$ cat src/rtl/avalon_sysid_uptime.sv
// System ID / uptime slave: ID and build stamp words, a 64-bit uptime counter
// read coherently via a LO-read snapshot, and up to four byte-writable scratch words.
module avalon_sysid_uptime #(
   parameter logic [31:0] ID_VALUE      = 32'h0000_0001,
   parameter logic [31:0] TIMESTAMP     = 32'h0000_0000,
   parameter int          READ_LATENCY  = 1,
   parameter int          NUM_SCRATCH   = 2,
   parameter logic [31:0] SCRATCH_RESET = 32'h0000_0000
) (
   input  logic        clock,
   input  logic        reset,
   input  logic [2:0]  address,
   input  logic        read,
   input  logic        write,
   input  logic [31:0] writedata,
   input  logic [3:0]  byteenable,
   output logic [31:0] readdata,
   output logic        readdatavalid
);

   if (READ_LATENCY < 1 || READ_LATENCY > 4) begin : g_bad_latency
      $error("avalon_sysid_uptime: READ_LATENCY must be in 1..4");
   end
   if (NUM_SCRATCH < 0 || NUM_SCRATCH > 4) begin : g_bad_scratch
      $error("avalon_sysid_uptime: NUM_SCRATCH must be in 0..4");
   end

   function automatic logic [31:0] byte_merge(input logic [31:0] old_value,
                                              input logic [31:0] new_value,
                                              input logic [3:0]  be);
      logic [31:0] merged;
      merged = old_value;
      for (int b = 0; b < 4; b++) begin
         if (be[b]) merged[8*b +: 8] = new_value[8*b +: 8];
      end
      return merged;
   endfunction

   logic [63:0]       counter_reg;
   logic [63:0]       counter_next;
   logic [31:0]       hi_latch_reg;
   logic [3:0][31:0]  scratch_value;
   logic [31:0]       read_value;
   logic [31:0]       pipe_data_reg  [READ_LATENCY];
   logic              pipe_valid_reg [READ_LATENCY];

   // A counter write replaces the increment for that cycle; an empty byteenable is not a write.
   always_comb begin
      counter_next = counter_reg + 64'd1;
      if (write && (byteenable != 4'b0000)) begin
         if (address == 3'd2) begin
            counter_next = {counter_reg[63:32], byte_merge(counter_reg[31:0], writedata, byteenable)};
         end else if (address == 3'd3) begin
            counter_next = {byte_merge(counter_reg[63:32], writedata, byteenable), counter_reg[31:0]};
         end
      end
   end

   always_ff @(posedge clock) begin
      if (reset) begin
         counter_reg  <= 64'd0;
         hi_latch_reg <= 32'd0;
      end else begin
         counter_reg <= counter_next;
         if (read && address == 3'd2) hi_latch_reg <= counter_reg[63:32];
      end
   end

   for (genvar gi = 0; gi < 4; gi++) begin : g_scratch
      if (gi < NUM_SCRATCH) begin : g_impl
         logic [31:0] value_reg;
         always_ff @(posedge clock) begin
            if (reset) begin
               value_reg <= SCRATCH_RESET;
            end else if (write && address == 3'(4 + gi)) begin
               value_reg <= byte_merge(value_reg, writedata, byteenable);
            end
         end
         assign scratch_value[gi] = value_reg;
      end else begin : g_absent
         assign scratch_value[gi] = 32'd0;
      end
   end

   // Read data comes from pre-write state, so a same-cycle write is not visible.
   always_comb begin
      read_value = 32'd0;
      case (address)
         3'd0:    read_value = ID_VALUE;
         3'd1:    read_value = TIMESTAMP;
         3'd2:    read_value = counter_reg[31:0];
         3'd3:    read_value = hi_latch_reg;
         default: read_value = scratch_value[address[1:0]];
      endcase
   end

   always_ff @(posedge clock) begin
      if (reset) begin
         for (int i = 0; i < READ_LATENCY; i++) begin
            pipe_data_reg[i]  <= 32'd0;
            pipe_valid_reg[i] <= 1'b0;
         end
      end else begin
         pipe_valid_reg[0] <= read;
         pipe_data_reg[0]  <= read ? read_value : 32'd0;
         for (int i = 1; i < READ_LATENCY; i++) begin
            pipe_valid_reg[i] <= pipe_valid_reg[i-1];
            pipe_data_reg[i]  <= pipe_data_reg[i-1];
         end
      end
   end

   assign readdata      = pipe_data_reg[READ_LATENCY-1];
   assign readdatavalid = pipe_valid_reg[READ_LATENCY-1];

endmodule

$ cat config.mk
export PLATFORM = sky130hd
export DESIGN_NAME = avalon_sysid_uptime
export DESIGN_NICKNAME = d
export VERILOG_FILES = /design/src/rtl/avalon_sysid_uptime.sv
export SDC_FILE = /design/constraint.sdc
export NUM_CORES = 1
export LEC_CHECK = 0
export ABC_AREA = 1
export BUFFER_PORTS_ARGS = -buffer_cell sky130_fd_sc_hd__buf_2
export CELL_PAD_IN_SITES_DETAIL_PLACEMENT = 0
export CELL_PAD_IN_SITES_GLOBAL_PLACEMENT = 2
export CORE_MARGIN = 3
export CORE_UTILIZATION = 34
export CTS_CLUSTER_DIAMETER = 120
export DETAILED_ROUTE_END_ITERATION = 8
export PLACE_DENSITY_LB_ADDON = 0.2
export RECOVER_POWER = 100
export SETUP_SLACK_MARGIN = 0.02
export SKIP_CTS_REPAIR_TIMING = 1
export SLEW_MARGIN = 10
export SYNTH_ARGS = -nofsm -noshare
export SYNTH_HDL_FRONTEND = slang
export SYNTH_SLANG_ARGS = --single-unit
$ cat constraint.sdc
create_clock -name clock -period 2.2 [get_ports clock]
set_input_delay 0.11 -clock clock [delete_from_list [all_inputs] [get_ports clock]]
set_output_delay 0.11 -clock clock [all_outputs]
set_load 0.01 [all_outputs]
==> results_dict.tcl, run 1 <==
set metrics [dict create \
    final_common_cell "nand2_1" \
    cp.required_ns 2.57 \
    synth_cell_type_count 38 \
    final_area_um2 11400 \
    endpoint_kind "register" \
    skew_ns 0.0183 \
    leakagePower_nw 4.11 \
    ys.warnings.count 0 \
    violations "negative hold slack" \
    firstDrtPassIters 5 \
    syn_nets 1519 \
    ys_async_sr_fraction_pct 0 \
    detail-route-antenna-nets 0 \
    cpPeakStageDelay_ns 0.61 \
    antenna_found_initial 1 \
    vias_per_cell 5.22 \
    num_vias 10200 \
    slew_viol_final 0 \
    whs_ns -0.0208 \
    grt_pass1_wl_um 60200 \
    final_cell_mix "261 x nand2_1, 202 x a21oi_1, 193 x dfxtp_1" \
    nNetsFinal 1594 \
    die_w_um 177 \
    powerDensity_nw_per_um2 678 \
    start_util_pct 34.6 \
    wl_per_cell_um 20.5 \
    cts_tree "yes" \
    worstSetupPathType "register to register" \
    core_region_area_um2 28900 \
    min_period_ns 2.03 \
    r2r_start "counter_reg[8]" \
    fmax_mhz 493 \
    synth_top_flop_cell "dfxtp_1" \
    grt_start_max_net_pins 60 \
    hpwl_um 30400 \
    reg2reg_to "counter_reg[53]" \
    n_antenna_cell 0 \
    cts_buffer_depth 2 \
    cp-startpoint "counter_reg[8]" \
    critical_path.cell_chain "nand2_4 -> nor2_2 -> nand2_2 -> nor3_1 -> nand3_1 -> nand2_1 -> nand3_1 -> a21oi_1" \
    worst_path_most_repeated_cell "nand3_1" \
    gp_congestion 0.946 \
    synth.yosys.seq_area_share_pct 38.7 \
    rows 62 \
    ys_seq_elements 193 \
    cap_violations 0 \
    hp-start "writedata[14]" \
    setup_viol 0 \
    rsz0062_at_grt "false" \
    routed_wl_um 39900 \
    yosys.area.top_type_share_pct 38.7 \
    clock_sinks 193 \
    ios 76 \
    crit_fanout 6 \
    io_buffers 75 \
    layout_worst_path_cycle_share_pct 92.1 \
    peakVddDrop_mv 0.478 \
    tns_ns 0 \
    first_iter_violations 754 \
    status "finished, violations left" \
    arrival_ns 2.40 \
    grt_pass1_vias 9443 \
    path_clk_slew_ns 0.08 \
    synthCells 1475 \
    hold_violations 7 \
    power.total_mw 7.76 \
    netlist_area_um2 9990 \
    placed_area_um2 11000 \
    fp.dieArea_um2 31500 \
    max_slew_margin_pct 40.3 \
    crit_slowest_cell "nor3_1" \
    synth-edff-count 0 \
    hold_class "primary input to register" \
    numCtsBuffers 17 \
    grt.total_usage_pct 25.4 \
    avgSynthCellArea_um2 6.78 \
    htree_levels 4 \
    syn_to_final_growth_pct 14.5 \
    synth_area_leaders "dfxtp_1 39%, a21oi_1 10%, nand2_1 9.5%" \
    tightest_slew_ns 0.895 \
    nFillCells 3212 \
    root_buffer "clkbuf_16" \
    drive_gt1_share_pct 10.5 \
    reg2reg_slack_ns 0.17 \
    synth_area_leader_cell "dfxtp_1" \
    dieHeight_um 177 \
    min_to "g_scratch[0].g_impl.value_reg[14]" \
    hold_depth 3 \
    drc_errors 0 \
    start_kind "register" \
    grt_overflow 0 \
    worst_skew_pair.late_latency_ns 0.45 \
    r2r_cells 8 \
]
[Yosys cell counts (all sizes together), types with 8 or more instances]
master    n
a21oi   202
a22oi    32
a31oi     8
buf      29
clkbuf   41
dfxtp   193
inv     169
nand2   271
nand3    57
nand4    12
nor2    177
nor3     11
o211ai    8
o21ai   202
o22ai    32
xnor2     8
xor2     11
[report_power, final]
part	internal, mW	switching [mW]	leakage, nW
combinational	0.221	0.488	2.25
sequential	3.60	0.0845	1.57
clock	1.66	1.71	0.296
total	5.48	2.28	4.11
[worst max-delay path: cells and delay by family (launching register included)]
kind | cells | cell delay, ns
AND/OR/NAND/NOR | 7 | 1.29
flip-flops | 1 | 0.54
AO/OA/AOI/OAI | 1 | 0.12
[metal layers]
layer  vias up  global-route usage, %  wire length (µm)
li1       5054                      -                 -
met1      4829                   39.1             20500
met2       244                   37.3             16700
met3        29                   3.70              2130
met4         0                   5.43               648
met5         -                      0                 0
[worst max-delay path by stage]
stage | end | slack (ns) | cells after the start
finish | counter_reg[53] | 0.17 | 8
global route | counter_reg[41] | 0.03 | 9
CTS | counter_reg[36] | 0.20 | 9
global placement | g_scratch[1].g_impl.value_reg[4] | 0.07 | 7
detailed placement | g_scratch[1].g_impl.value_reg[27] | 0.02 | 7
floorplan | counter_reg[42] | 0.61 | 10
[cells by family (layout without fill, tap and decap cells)]
logic type                 after synthesis  in the layout  share of synthesized area (%)
DFF                                    193            193                           38.7
muxes                                    4              4                          0.451
adders and majority gates                1              1                          0.125
xor gates and xnor gates                19             19                           1.67
buffers and inverters                  240            328                           9.48
AOI/OAI and AO/OA                      484            484                           25.9
and+or+nand+nor                        534            534                           23.7
[cell type report]
| type | instances | area, µm² | area share (%) |
|---|---|---|---|
| multi-input cells | 1042 | 5100 | 44.6 |
| flip-flops and latches | 193 | 3860 | 33.8 |
| repair buffers | 126 | 757 | 6.61 |
| inverters | 170 | 638 | 5.57 |
| well taps | 384 | 480 | 4.20 |
| clock buffers | 18 | 439 | 3.84 |
| clock inverters | 14 | 169 | 1.48 |
[through the flow]
step	utilization [%]	hold WS, ns	std cells	setup slack (ns)
after CTS	40.2	-0.0296	1945	0.203
after floorplan	-	0.286	1475	0.611
final	39.7	-0.0208	1947	0.174
after global placement	38.1	0.426	1913	0.0712
after global routing	39.7	0.000178	1947	0.0305
after detailed placement	38.1	0.438	1913	0.0219
Note: power is estimated with default switching activity, not from simulation.
==> run 2: changes to the inputs <==
--- a/config.mk
+++ b/config.mk
@@ -6,11 +6,12 @@
 export NUM_CORES = 1
 export LEC_CHECK = 0
 export ABC_AREA = 1
-export BUFFER_PORTS_ARGS = -buffer_cell sky130_fd_sc_hd__buf_2
+export BUFFER_PORTS_ARGS = -buffer_cell sky130_fd_sc_hd__clkbuf_2
 export CELL_PAD_IN_SITES_DETAIL_PLACEMENT = 0
 export CELL_PAD_IN_SITES_GLOBAL_PLACEMENT = 2
 export CORE_MARGIN = 3
 export CORE_UTILIZATION = 34
+export CTS_BUF_LIST = sky130_fd_sc_hd__clkbuf_16
 export CTS_CLUSTER_DIAMETER = 120
 export DETAILED_ROUTE_END_ITERATION = 8
 export PLACE_DENSITY_LB_ADDON = 0.2
==> run 2 against run 1 <==
The flow still finishes with violations (negative hold slack). Die area did not move. Critical path depth rose by 4. Global-route usage fell by 0.42 points. Final cell count barely moved. Worst setup slack improved by 0.0083 ns. Clock skew fell by 0.0050 ns. Total power fell by 2.8%. Worst hold slack improved by 0.020 ns. Register-to-register slack barely moved. Combinational power rose by 0.7%. Routed wire length fell by 0.55%. Critical path type unchanged. Largest cell class unchanged.
==> results_dict.tcl, run 2 (synthesized netlist as in run 1, its figures left out) <==
set metrics [dict create \
    status "finished, violations left" \
    violations "negative hold slack" \
    die_w_um 177 \
    hold_violations 1 \
    antenna_found_initial 2 \
    crit_fanout 9 \
    final_cell_mix "257 x nand2_1, 201 x a21oi_1, 192 x dfxtp_1" \
    peakVddDrop_mv 0.433 \
    nFillCells 3207 \
    tns_ns 0 \
    num_vias 10300 \
    grt_pass1_wl_um 59100 \
    gp_congestion 0.931 \
    placed_area_um2 11000 \
    rows 62 \
    n_antenna_cell 0 \
    setup_viol 0 \
    numCtsBuffers 17 \
    core_region_area_um2 28900 \
    min_period_ns 2.02 \
    r2r_start "counter_reg[1]" \
    syn_to_final_growth_pct 14.5 \
    cp.required_ns 2.54 \
    setup.worst_path.end "counter_reg[52]" \
    tightest_slew_ns 1.23 \
    arrival_ns 2.36 \
    whs_ns -0.000914 \
    clock_sinks 193 \
    nNetsFinal 1593 \
    routed_wl_um 39700 \
    htree_levels 4 \
    rsz0062_at_grt "false" \
    detail-route-antenna-nets 0 \
    grt_start_max_net_pins 60 \
    leakagePower_nw 4.13 \
    hpwl_um 30100 \
    io_buffers 75 \
    reg2reg_slack_ns 0.18 \
    cap_violations 0 \
    grt_pass1_vias 9335 \
    fp.dieArea_um2 31500 \
    final_common_cell "nand2_1" \
    grt.total_usage_pct 25.0 \
    slew_viol_final 0 \
    worstSetupPathType "register to register" \
    endpoint_kind "register" \
    r2r_cells 12 \
    fmax_mhz 495 \
    vias_per_cell 5.28 \
    start_util_pct 34.6 \
    firstDrtPassIters 5 \
    cp-startpoint "counter_reg[1]" \
    drc_errors 0 \
    reg2reg_to "counter_reg[52]" \
    path_clk_slew_ns 0.08 \
    layout_worst_path_cycle_share_pct 91.7 \
    final_area_um2 11400 \
    hold_class "primary input to register" \
    max_slew_margin_pct 17.7 \
    powerDensity_nw_per_um2 659 \
    skew_ns 0.0134 \
    grt_overflow 0 \
    drive_gt1_share_pct 11.0 \
    wl_per_cell_um 20.4 \
    cts_buffer_depth 2 \
    root_buffer "clkbuf_16" \
    cts_tree "yes" \
    dieHeight_um 177 \
    start_kind "register" \
    first_iter_violations 872 \
    worst_skew_pair.late_latency_ns 0.44 \
    ios 76 \
]
run 2: power breakdown:
group / leakage, nW / internal, mW / switching [mW]
Combinational: 2.27 / 0.221 / 0.494
Clock: 0.287 / 1.52 / 1.63
Sequential: 1.57 / 3.60 / 0.0823
Total: 4.13 / 5.33 / 2.21
run 2: area by class of cell:
class / count / area (µm²) / area share (%)
multi-input cells: 1042 / 5140 / 44.9
flip-flops and latches: 193 / 3860 / 33.8
clock buffers: 17 / 425 / 3.72
well taps: 384 / 480 / 4.20
repair buffers: 125 / 747 / 6.53
clock inverters: 15 / 148 / 1.29
inverters: 170 / 638 / 5.58
run 2: worst max-delay path, stage by stage, from the launching register on:
cell and delay (ns):
dfxtp_1 0.41, ha_2 0.24, inv_1 0.09, nor2_2 0.18
nand2_4 0.11, nor2_4 0.31, nand2_1 0.19, inv_1 0.11
nand2_1 0.05, nand2_1 0.06, nand3_1 0.06, nand2_1 0.07
inv_1 0.03
run 2: worst min path at each step:
stage,from,to,depth (start not counted)
3_5_place_dp,g_scratch[0].g_impl.value_reg[17],g_scratch[0].g_impl.value_reg[17],2
6_report,writedata[24],g_scratch[0].g_impl.value_reg[24],3
2_1_floorplan,writedata[11],counter_reg[11],2
3_3_place_gp,g_scratch[0].g_impl.value_reg[21],g_scratch[0].g_impl.value_reg[21],2
4_1_cts,writedata[26],g_scratch[1].g_impl.value_reg[26],3
5_1_grt,writedata[26],g_scratch[1].g_impl.value_reg[26],3
run 2: layer usage:
metal  up-vias  routed length (µm)  GRT usage (%)
met5         -                   0              0
met4         0                 808           6.94
met3        31                2330           3.70
met2       312               16400           36.1
met1      4870               20200           38.2
li1       5056                   -              -
run 2: stage by stage:
step / util [%] / setup WS [ns] / hold slack [ns] / cells / power [mW]
floorplan: - / 0.611 / 0.286 / 1475 / 4.14
global placement: 38.2 / 0.134 / 0.438 / 1914 / 4.48
detailed placement: 38.2 / 0.123 / 0.443 / 1914 / 4.48
CTS: 40.2 / 0.155 / -0.0146 / 1946 / 7.63
global route: 39.7 / 0.0351 / 0.00914 / 1946 / 7.84
finish: 39.7 / 0.182 / -0.000914 / 1946 / 7.54
